<file path="src/rtl/fibo_pkg.sv">
// Shared definitions for the Fibonacci index finder: FSM state encoding
// and the default datapath widths for the 28-bit lab configuration.
package fibo_pkg;

    // Controller states: waiting for a request, or walking the sequence
    typedef enum logic {
        IDLE   = 1'b0,
        SEARCH = 1'b1
    } state_t;

    // Default width of the value being inverted
    localparam int DEFAULT_WIDTH = 28;

    // Default width of the index output; must hold MAX_IDX
    localparam int DEFAULT_IDX_W = 6;

    // Largest index n with F(n) < 2^28, i.e. F(42) = 267914296
    localparam int MAX_IDX = 42;

endpackage

</file>
<file path="src/rtl/fibonacci_index_finder.sv">
// Fibonacci index finder: for a latched value, walks the sequence
// F(0)=0, F(1)=1, ... one term per cycle until F(n+1) exceeds the value,
// then reports n, F(n), value - F(n) and whether value is exactly F(n).
// Ties resolve to the largest index (value 1 gives n=2) because the walk
// only stops once the *next* term is strictly greater than the value.
module fibonacci_index_finder
    import fibo_pkg::*;
#(
    parameter int WIDTH = DEFAULT_WIDTH,
    parameter int IDX_W = DEFAULT_IDX_W
) (
    input  logic             clk,
    input  logic             reset,
    input  logic [WIDTH-1:0] value_in,
    input  logic             start,
    output logic [IDX_W-1:0] index_out,
    output logic [WIDTH-1:0] fib_floor,
    output logic [WIDTH-1:0] remainder,
    output logic             exact,
    output logic             done,
    output logic             busy
);

    state_t state;
    state_t next_state;

    // a holds F(n), b holds F(n+1). Both carry one extra bit because
    // F(n+1) may exceed the largest WIDTH-bit value (F(43) for WIDTH=28).
    logic [WIDTH-1:0] value_q;
    logic [WIDTH:0]   a_q;
    logic [WIDTH:0]   b_q;
    logic [IDX_W-1:0] n_q;

    logic [WIDTH:0]   value_ext;
    logic             load;
    logic             finish;

    assign value_ext = {1'b0, value_q};
    assign busy      = (state == SEARCH);

    // State register; reset aborts any search in progress
    always_ff @(posedge clk) begin
        if (reset) begin
            state <= IDLE;
        end else begin
            state <= next_state;
        end
    end

    // Next-state logic plus the load/finish strobes that steer the datapath
    always_comb begin
        next_state = state;
        load       = 1'b0;
        finish     = 1'b0;
        case (state)
            IDLE: begin
                if (start) begin
                    load       = 1'b1;
                    next_state = SEARCH;
                end
            end
            SEARCH: begin
                if (b_q > value_ext) begin
                    finish     = 1'b1;
                    next_state = IDLE;
                end
            end
            default: begin
                next_state = IDLE;
            end
        endcase
    end

    // Search datapath: seed the sequence on start, then advance one term per cycle
    always_ff @(posedge clk) begin
        if (reset) begin
            value_q <= '0;
            a_q     <= '0;
            b_q     <= '0;
            n_q     <= '0;
        end else if (load) begin
            value_q <= value_in;
            a_q     <= '0;
            b_q     <= {{WIDTH{1'b0}}, 1'b1};
            n_q     <= '0;
        end else if ((state == SEARCH) && !finish) begin
            a_q     <= b_q;
            b_q     <= a_q + b_q;
            n_q     <= n_q + {{(IDX_W-1){1'b0}}, 1'b1};
        end
    end

    // Result registers: capture on finish and hold until the next finish
    always_ff @(posedge clk) begin
        if (reset) begin
            index_out <= '0;
            fib_floor <= '0;
            remainder <= '0;
            exact     <= 1'b0;
            done      <= 1'b0;
        end else begin
            done <= finish;
            if (finish) begin
                index_out <= n_q;
                fib_floor <= a_q[WIDTH-1:0];
                remainder <= value_q - a_q[WIDTH-1:0];
                exact     <= (a_q == value_ext);
            end
        end
    end

endmodule

</file>
<file path="config.mk">
export PLATFORM = sky130hd
export DESIGN_NAME = fibonacci_index_finder
export DESIGN_NICKNAME = d
export VERILOG_FILES = /design/src/rtl/fibo_pkg.sv /design/src/rtl/fibonacci_index_finder.sv
export SDC_FILE = /design/constraint.sdc
export NUM_CORES = 1
export LEC_CHECK = 0
export BUFFER_PORTS_ARGS = -buffer_cell sky130_fd_sc_hd__buf_2
export CAP_MARGIN = 20
export CORE_MARGIN = 2
export CORE_UTILIZATION = 43
export DETAILED_ROUTE_END_ITERATION = 16
export GPL_TIMING_DRIVEN = 0
export SYNTH_ARGS = -nofsm -noshare
export SYNTH_HDL_FRONTEND = slang
export SYNTH_SLANG_ARGS = --single-unit
</file>
<file path="constraint.sdc">
create_clock -name clk -period 9 [get_ports clk]
set_clock_uncertainty 0.05 [all_clocks]
set_input_delay 1.8 -clock clk [delete_from_list [all_inputs] [get_ports clk]]
set_output_delay 1.8 -clock clk [all_outputs]
set_load 0.01 [all_outputs]
</file>
==> impl_metrics.csv, run 1 <==
group,metric,value,unit
outcome,outcome,"finished, final reports clean",
logic_synthesis,synth_flop_cell,"dfxtp_1",
logic_synthesis,synth.avg_cell_area,7.71,µm²
timing,max_freq,0.293,GHz
setup_path,reg2reg_slack,5.75,ns
hold_path,hp-class,"flip-flop to flip-flop",
placement,postPlaceCellArea,10000,µm²
timing,hold-worst-slack,0.396,ns
setup_path,cp_max_fo,10,
timing,slew_viol_final,0,
drt,post_drt_wl_per_cell,17.3,µm
timing,relSlewSlack,48.2,%
placement,hpwlAfterDp,21700,µm
logic_synthesis,syn_inst,1195,
drt,antenna_left,0,
clock_network,clkLatencyLatePin,0.43,ns
die,row_count,53,
clock_network,post-cts-setup-buffers,0,
cells_and_area,fillCellCount,2084,
global_route,grt_pass1_wl,43200,µm
logic_synthesis,netlist_area,9220,µm²
flow_run,drv_cap,0,
clock_network,hold_buffers,0,
logic_synthesis,yosys-top-cells-area,"dfxtp_1 34%, nand2_1 12%, ha_1 11%, a21oi_1 10%, a21o_1 2.9%",
logic_synthesis,synth_edf_count,0,
timing,setup-violations-final,0,
logic_synthesis,synth-simple-area-share,22.1,%
setup_path,timing.rr.start,"value_q[26]$_SDFFE_PP0P_",
power,power.total,1.70,mW
cells_and_area,n_antenna_cell,0,
setup_path,cp.required,9.24,ns
logic_synthesis,synth.most_common_cell,"nand2_1",
drt,wl,27700,µm
logic_synthesis,synth_mux_area_share,0.366,%
logic_synthesis,async_flop_share,0,%
setup_path,startpoint_type,"primary input",
timing,min_period,3.41,ns
cells_and_area,syn_to_final_growth,15.0,%
timing,period_share,37.9,%
clock_network,clockRootBuffer,"clkbuf_16",
power,peakVddDrop,0.0000772,V
drt,dr.first_iter.drc_count,656,
global_route,grt_max_degree,17,
die,floorplan.initialDensity,43.8,%
die,io_pins,96,
setup_path,crit_chain,"buf_2 > clkbuf_1 > clkbuf_1 > clkbuf_1 > a21oi_1",
setup_path,critPathSlowestCell,"clkbuf_1",
logic_synthesis,synth_top_area_share,34.1,%
logic_synthesis,yosys.area.top_type,"dfxtp_1",
clock_network,htreeDepth,4,
die,dieWidth,150,µm
die,core_area,21000,µm²
setup_path,cp_num_buf_inv,4,
timing,finalHoldViolCount,0,
timing,setup_tns,0,ns
setup_path,reg2reg_depth,11,
global_route,antenna_found_initial,0,
setup_path,cp-end-kind,"flip-flop",
logic_synthesis,synth_compound_gate_area_share,22.7,%
logic_synthesis,synth-seq-cells,157,
drt,dr.pass1.iters,5,
global_route,grt_pass1_vias,8133,
hold_path,min_from,"remainder[8]$_SDFFE_PP0P_",
setup_path,max_stage_delay,0.64,ns
drt,vias,8672,
placement,gp_congestion,0.892,
clock_network,clk_pin_slew_worst_paths,0.06,ns
logic_synthesis,synth_xor_area_share,3.61,%
global_route,grt_usage,24.8,%
global_route,grt_overflow,0,
clock_network,cts_resized,0,
power,leakage,4.44,nW
logic_synthesis,ys_types,68,
die,die_area,22600,µm²
logic_synthesis,synth-adder-area-share,11.8,%
placement,io_buffers,95,
drt,viasPerCell,5.43,
setup_path,critical_path.top_delay_family,"buffers and inverters",
clock_network,clock_path_buffers,2,
logic_synthesis,synth_fp_nets,1312,
hold_path,min_delay_path_depth,2,
clock_network,cts_tree,"built",
cells_and_area,stdcell_area,10600,µm²
clock_network,cts_sinks,157,
hold_path,whs_endpoint,"remainder[8]$_SDFFE_PP0P_",
cells_and_area,fin_util,50.4,%
timing,tightest_slew,0.777,ns
power,powerDensity,160,nW/µm²
die,die_h,150,µm
clock_network,cts_buffers,17,
logic_synthesis,yosys_warnings,0,
drt,drc,0,
setup_path,cp.arrival,3.65,ns
cells_and_area,layout-drive-gt1-share,11.6,%
setup_path,path_common_cell,"clkbuf_1",
setup_path,crit-reg2reg-capture,"b_q[12]$_SDFFE_PP0P_",
cells_and_area,fin_nets,1426,
timing,rsz0062_at_grt,"false",
setup_path,path_class,"primary input to flip-flop",
logic_synthesis,synth_top_family_by_area,"compound AO/OA/AOI/OAI gates",
logic_synthesis,synth-seq-area-share,34.1,%
logic_synthesis,ys_top_cells_by_count,"296 x nand2_1, 189 x a21oi_1, 157 x dfxtp_1",
-- power breakdown --
| group | total, mW | switching (mW) | internal, mW |
|---|---|---|---|
| clock | 0.709 | 0.288 | 0.421 |
| sequential | 0.720 | 0.0133 | 0.707 |
| combinational | 0.267 | 0.171 | 0.0965 |
-- tightest hold or removal path, stage by stage, from the launching register on --
cell and delay [ns]:
dfxtp_1 0.30, nand2_1 0.05, a21oi_1 0.05
-- routing by layer --
metal,vias up,GRT usage (%),part of all wire [%]
met3,27,3.03,3.9
li1,4385,-,-
met1,4047,34.3,49
met4,0,7.41,1.6
met5,-,0,0
met2,213,40.4,46
-- kinds of logic (layout without fill, tap and decap cells) --
logic type / Yosys count / count (layout)
DFF: 157 / 157
adders and majority gates: 86 / 86
and+or+nand+nor: 452 / 452
buffers and inverters: 120 / 247
AOI/OAI and AO/OA: 339 / 339
muxes: 3 / 3
xor gates and xnor gates: 38 / 38
-- per-stage QoR --
stage | instances | worst slack (ns)
finish | 1597 | 5.59
global route | 1597 | 5.47
CTS | 1597 | 5.58
detailed placement | 1565 | 5.13
global placement | 1565 | 5.14
floorplan | 1195 | 6.10
-- area by class of cell --
class | count | area, µm² | area share, %
flip-flops and latches | 157 | 3140 | 29.7
inverters | 64 | 240 | 2.27
clock buffers | 25 | 475 | 4.49
multi-input cells | 918 | 5590 | 52.8
clock inverters | 7 | 87.6 | 0.826
repair buffers | 95 | 475 | 4.49
well taps | 275 | 344 | 3.25
plain buffers | 56 | 243 | 2.29
-- how the worst max path moves through the flow --
stage          start                    endpoint  slack (ns)  depth (start not counted)
2_1_floorplan  start        b_q[16]$_SDFFE_PP0P_        6.10                          5
3_3_place_gp   reset  fib_floor[21]$_SDFFE_PP0P_        5.14                          5
3_5_place_dp   reset  fib_floor[17]$_SDFFE_PP0P_        5.13                          5
4_1_cts        reset  fib_floor[21]$_SDFFE_PP0P_        5.58                          5
5_1_grt        reset  fib_floor[18]$_SDFFE_PP0P_        5.47                          5
6_report       reset  fib_floor[21]$_SDFFE_PP0P_        5.59                          5
-- layout by cell type, fill, tap and decap left out, types with 5 or more instances in the layout --
cell       instances
nor4_1             5
o21a_1             9
nor2b_1            7
a21oi_1          189
xnor2_1           23
nor2_1            40
o21bai_1           7
nand4_1           15
nor3_1             6
inv_1             64
o21ai_0           29
a211oi_1           9
clkbuf_1          42
nand2b_1           6
o211ai_1          12
or3_1             11
buf_2            109
a31oi_1            6
nand3_1           22
nor3b_1            8
and2_1             5
and3_1             7
xor2_1            15
a21o_1            36
nand3b_1          10
ha_1              84
clkbuf_16         17
dfxtp_1          157
nand2_1          296
-- sequential cells by signal (all words and copies together), names as in the netlist --
| name | flops |
|---|---|
| exact | 1 |
| index_out | 6 |
| fib_floor | 28 |
| b_q | 29 |
| remainder | 28 |
| busy | 1 |
| value_q | 28 |
| n_q | 6 |
| a_q | 29 |
| done | 1 |
Power figures use the tool's default switching activity.
==> inputs of run 2 (changes only) <==
==> constraint.sdc (replaced) <==
create_clock -name clk -period 2.8 [get_ports clk]
set_clock_uncertainty 0.05 [all_clocks]
set_input_delay 0.56 -clock clk [delete_from_list [all_inputs] [get_ports clk]]
set_output_delay 0.56 -clock clk [all_outputs]
set_load 0.01 [all_outputs]
==> run 2 against run 1 <==
  * The run now ends with setup timing left
  * Combinational power grew to 3.7 times the previous value
  * Sequential power rose to 3.2 times the previous value
  * Wire length up 4.9%
  * Count of clock-buffer cells in the layout down 6
  * Non-clock buffer count grew 31
  * Via count up 2.6%
  * Register-to-register slack worse by 5.8 ns
  * Critical path depth grew 5
  * Critical endpoint is now b_q[26]$_SDFFE_PP0P_
  * Highest routed layer unchanged
==> impl_metrics.csv, run 2 (same netlist as run 1, synthesis figures left out) <==
group,metric,value,unit
outcome,outcome,"finished with violations",
outcome,violations,"setup timing",
cells_and_area,layout_common_cells,"295 x nand2_1, 181 x a21oi_1, 131 x dfxtp_1",
global_route,met3_usage,3.24,%
hold_path,min_from,"value_in[6]",
drt,antenna_left,0,
power,leakage,4.79,nW
global_route,gr-usage-met1,35.0,%
clock_network,clockRootBuffer,"clkbuf_16",
global_route,grt_pass1_vias,8367,
timing,rsz0062_at_grt,"true",
drt,drc,0,
clock_network,htreeDepth,4,
cells_and_area,fin_util,54.2,%
clock_network,clkLatencyLatePin,0.44,ns
timing,slew_viol_final,0,
setup_path,timing.rr.start,"a_q[0]$_SDFFE_PP0P_",
setup_path,cp.arrival,3.12,ns
clock_network,cts_buffers,17,
timing,setup-violations-final,1,
setup_path,reg2reg_slack,-0.005,ns
die,dieWidth,150,µm
placement,gp_congestion,0.871,
setup_path,cp_max_fo,4,
placement,io_buffers,95,
setup_path,reg2reg_depth,10,
setup_path,startpoint_type,"flip-flop",
timing,min_period,2.81,ns
cells_and_area,final_common_cell,"nand2_1",
timing,max_freq,0.356,GHz
cells_and_area,fin_nets,1457,
setup_path,cp-end-kind,"flip-flop",
drt,dr.pass1.iters,6,
cells_and_area,syn_to_final_growth,23.6,%
die,die_area,22600,µm²
timing,period_share,100,%
global_route,grt_pass1_wl,44500,µm
drt,wl,29000,µm
setup_path,crit-reg2reg-capture,"b_q[26]$_SDFFE_PP0P_",
timing,finalHoldViolCount,0,
cells_and_area,n_antenna_cell,0,
placement,hpwlAfterDp,21800,µm
global_route,grt_usage,25.4,%
clock_network,clk_pin_slew_worst_paths,0.07,ns
flow_run,drv_cap,0,
clock_network,hold_buffers,0,
global_route,grt_max_degree,17,
cells_and_area,top_regs,"a_q x29, b_q x29",
drt,dr.first_iter.drc_count,594,
die,die_h,150,µm
die,core_area,21000,µm²
placement,dp_cells,1565,
cells_and_area,final_cells,1627,
clock_network,clock_path_buffers,2,
hold_path,whs_endpoint,"value_q[6]$_SDFFE_PP0P_",
setup_path,path_class,"flip-flop to flip-flop",
drt,vias,8897,
hold_path,min_delay_path_depth,3,
drt,post_drt_wl_per_cell,17.8,µm
timing,tightest_slew,0.804,ns
timing,relSlewSlack,46.4,%
die,io_pins,96,
power,powerDensity,518,nW/µm²
timing,fin_ws,-0.00528,ns
hold_path,hp-class,"primary input to flip-flop",
global_route,met2_usage,40.8,%
global_route,grt_overflow,0,
setup_path,cp.required,3.12,ns
clock_network,cts_sinks,157,
die,floorplan.initialDensity,43.8,%
cells_and_area,layout-drive-gt1-share,19.8,%
clock_network,cts_tree,"built",
drt,viasPerCell,5.47,
global_route,busiest_layer,"met2",
power,peakVddDrop,0.000314,V
die,row_count,53,
global_route,antenna_found_initial,0,
setup_path,crit_start,"a_q[0]$_SDFFE_PP0P_",
run 2: changes by cell type in the layout (fill, tap and decap cells not counted), moves of 5 or more:
cell      previous run  this run
a21oi_1            189       181
a21oi_2              0         8
buf_2              109        99
buf_4                4        31
buf_6                0         6
clkbuf_1            42        27
dfxtp_1            157       131
dfxtp_2              0        23
ha_1                84        77
o21ai_0             29        24
run 2: critical path, stage by stage (launching register included):
cell	delay, ns
dfxtp_2	0.35
ha_2	0.20
fa_2	0.35
a21o_1	0.20
a221oi_4	0.32
nor3_4	0.08
o311ai_4	0.33
a211o_1	0.25
nand3_2	0.10
a2111o_1	0.38
o211ai_1	0.09
run 2: how the worst max path moves through the flow:
stage,to,depth (start not counted)
final,b_q[26]$_SDFFE_PP0P_,10
after CTS,remainder[22]$_SDFFE_PP0P_,11
after global placement,b_q[26]$_SDFFE_PP0P_,11
after floorplan,remainder[22]$_SDFFE_PP0P_,11
after detailed placement,b_q[26]$_SDFFE_PP0P_,12
after global routing,b_q[26]$_SDFFE_PP0P_,10
run 2: through the flow:
stage / hold slack [ns] / setup TNS, ns / instance area (µm²) / total power [mW] / setup slack, ns
6_report: 0.296 / -0.00528 / 11400 / 5.90 / -0.00528
5_1_grt: 0.306 / -0.559 / 11400 / 6.09 / -0.115
4_1_cts: 0.308 / -0.256 / 10900 / 5.83 / -0.0659
3_5_place_dp: 0.393 / -28.38 / 10000 / 3.21 / -0.421
3_3_place_gp: 0.385 / -25.65 / 10000 / 3.21 / -0.423
2_1_floorplan: 0.390 / 0 / 9220 / 2.96 / 0.0284
run 2: timing repair:
| action | 4_1_cts | 5_1_grt |
|---|---|---|
| gates resized for setup | 44 | 89 |
| gates cloned | 0 | 5 |
| setup buffers | 14 | 14 |
| pin swaps | 22 | 35 |
| setup endpoints to repair | 128 | 127 |
run 2: layout make-up:
type / instances / area, µm²
plain buffers: 54 / 348
multi-input cells: 918 / 5830
inverters: 64 / 243
well taps: 275 / 344
clock buffers: 19 / 453
repair buffers: 128 / 801
clock inverters: 12 / 191
fillers: 2048 / 9620
flip-flops and latches: 157 / 3180
run 2: routing by layer:
| metal | share of wire (%) | up-vias |
|---|---|---|
| met2 | 47 | 218 |
| met5 | 0 | - |
| met3 | 3.8 | 35 |
| met1 | 48 | 4185 |
| li1 | - | 4459 |
| met4 | 2.1 | 0 |
run 2: where the power goes:
part / switching, mW / internal, mW / leakage, nW / total, mW
clock: 0.989 / 1.62 / 0.319 / 2.61
combinational: 0.586 / 0.390 / 3.19 / 0.976
sequential: 0.0434 / 2.27 / 1.28 / 2.31
==> inputs of run 3 (changes only) <==
--- a/config.mk
+++ b/config.mk
@@ -11,6 +11,8 @@
 export CORE_UTILIZATION = 43
 export DETAILED_ROUTE_END_ITERATION = 16
 export GPL_TIMING_DRIVEN = 0
+export RECOVER_POWER = 50
+export SKIP_LAST_GASP = 1
 export SYNTH_ARGS = -nofsm -noshare
 export SYNTH_HDL_FRONTEND = slang
 export SYNTH_SLANG_ARGS = --single-unit
==> run 3 against run 2 <==
  * The run still ends with setup timing left
  * First-iteration DRC count decreased by 3.0%
  * Wire length about the same
  * Count of clock-buffer cells in the layout unchanged
  * Sequential share of layout area increased by 0.24 points
  * Worst hold slack improved by 0.0050 ns
  * Combinational power about the same
  * Total power decreased by 0.31%
  * Critical path type unchanged
  * Critical endpoint unchanged
  * Highest routed layer unchanged
==> impl_metrics.csv, run 3 (same netlist as run 1, synthesis figures left out) <==
group,metric,value,unit
timing,fin_ws,-0.0247,ns
clock_network,clockRootBuffer,"clkbuf_16",
placement,io_buffers,95,
cells_and_area,layout_common_cells,"295 x nand2_1, 182 x a21oi_1, 131 x dfxtp_1",
die,dieWidth,150,µm
setup_path,path_class,"flip-flop to flip-flop",
timing,max_freq,0.354,GHz
cells_and_area,syn_to_final_growth,22.6,%
cells_and_area,final_common_cell,"nand2_1",
setup_path,critPathSlowestCell,"dfxtp_1",
die,core_area,21000,µm²
clock_network,clkLatencyLatePin,0.44,ns
setup_path,cp_max_fo,5,
cells_and_area,layout-drive-gt1-share,14.8,%
setup_path,crit_chain,"ha_1 > and3_1 > a221oi_4 > nor3_4 > o311ai_4 > a211o_1 > nand3_2 > a2111o_1 > o211ai_1",
global_route,grt_pass1_wl,44500,µm
setup_path,cp_num_buf_inv,0,
clock_network,cts_buffers,17,
drt,drc,0,
timing,period_share,101,%
timing,relSlewSlack,47.6,%
power,seqPwrFrac,39.4,%
clock_network,clk_pin_slew_worst_paths,0.07,ns
drt,dr.first_iter.drc_count,576,
cells_and_area,top_regs,"a_q x29, b_q x29",
power,powerDensity,520,nW/µm²
timing,setup-violations-final,2,
clock_network,cts_sinks,157,
clock_network,htreeDepth,4,
outcome,violations,"setup timing",
drt,wl,29000,µm
timing,finalHoldViolCount,0,
power,intPower,4.28,mW
clock_network,cts_tree,"built",
drt,vias,8904,
die,row_count,53,
power,leakage,4.50,nW
timing,tightest_slew,0.787,ns
global_route,grt_pass1_vias,8367,
timing,setup_tns,-0.0285,ns
setup_path,cp.arrival,3.13,ns
global_route,grt_usage,25.4,%
die,die_h,150,µm
hold_path,hp-class,"primary input to flip-flop",
drt,viasPerCell,5.47,
flow_run,drv_cap,0,
placement,gp_congestion,0.871,
clock_network,clock_path_buffers,2,
setup_path,max_stage_delay,0.48,ns
drt,dr.pass1.iters,4,
outcome,outcome,"finished with violations",
setup_path,startpoint_type,"flip-flop",
placement,hpwlAfterDp,21800,µm
die,die_area,22600,µm²
timing,rsz0062_at_grt,"true",
die,floorplan.initialDensity,43.8,%
timing,slew_viol_final,0,
power,clkPwrFrac,44.1,%
power,peakVddDrop,0.000308,V
timing,min_period,2.82,ns
setup_path,cp-end-kind,"flip-flop",
cells_and_area,n_antenna_cell,0,
power,switchingPower,1.60,mW
cells_and_area,fin_nets,1457,
setup_path,cp.required,3.11,ns
power,combinationalPowerShare,16.5,%
global_route,grt_max_degree,17,
global_route,grt_overflow,0,
die,io_pins,96,
cells_and_area,fin_util,53.7,%
power,netSwitchingFraction,27.2,%
setup_path,critical_path.top_delay_family,"compound AO/OA/AOI/OAI gates",
drt,post_drt_wl_per_cell,17.8,µm
global_route,antenna_found_initial,0,
drt,antenna_left,0,
clock_network,hold_buffers,0,
[run 3: final timing paths]
path                             start                         to  slack (ns)  cells after the start
max                a_q[5]$_SDFFE_PP0P_       b_q[26]$_SDFFE_PP0P_       -0.02                      9
min                        value_in[6]    value_q[6]$_SDFFE_PP0P_        0.30                      3
max reg2reg        a_q[5]$_SDFFE_PP0P_       b_q[26]$_SDFFE_PP0P_       -0.02                      9
min reg2reg  remainder[5]$_SDFFE_PP0P_  remainder[5]$_SDFFE_PP0P_        0.40                      2
[run 3: repair_timing]
action / CTS / global route
endpoints found under the hold margin: 0 / 0
gates cloned: 0 / 5
setup buffers: 14 / 14
pin swaps: 22 / 35
setup endpoints to repair: 128 / 127
resized for setup: 44 / 85
[run 3: power by group through the flow]
stage                     logic, mW  clock network (mW)  registers (mW)
final                         0.973                2.59            2.31
after floorplan               0.615                   0            2.35
after detailed placement      0.849                   0            2.36
after CTS                     0.905                2.61            2.31
after global routing           1.07                2.70            2.32
after global placement        0.845                   0            2.36
[run 3: tightest hold or removal path, stage by stage]
cell     delay [ns]
buf_2          0.10
nand2_1        0.04
a21oi_1        0.05
[run 3: final cells by class]
type / instances / area, µm²
plain buffers: 54 / 344
clock inverters: 12 / 191
repair buffers: 128 / 713
fillers: 2096 / 9720
clock buffers: 19 / 453
inverters: 64 / 243
multi-input cells: 918 / 5830
well taps: 275 / 344
flip-flops and latches: 157 / 3180
[run 3: layer usage]
layer  vias up  part of all wire [%]  wire (µm)  track usage [%]
li1       4466                     -          -                -
met1      4217                    48      13900             35.0
met2       186                    47      13500             40.8
met3        35                   3.2        929             3.24
met4         0                   2.0        587             8.87
met5         -                     0          0                0
[run 3: metrics by stage]
step	setup WS, ns	std cells	area [µm²]	hold WS, ns	power [mW]
after global placement	-0.423	1565	10000	0.385	3.21
after global routing	-0.115	1627	11300	0.306	6.09
after CTS	-0.0659	1610	10900	0.308	5.83
final	-0.0247	1627	11300	0.302	5.88
after detailed placement	-0.421	1565	10000	0.393	3.21
after floorplan	0.0284	1195	9220	0.390	2.96
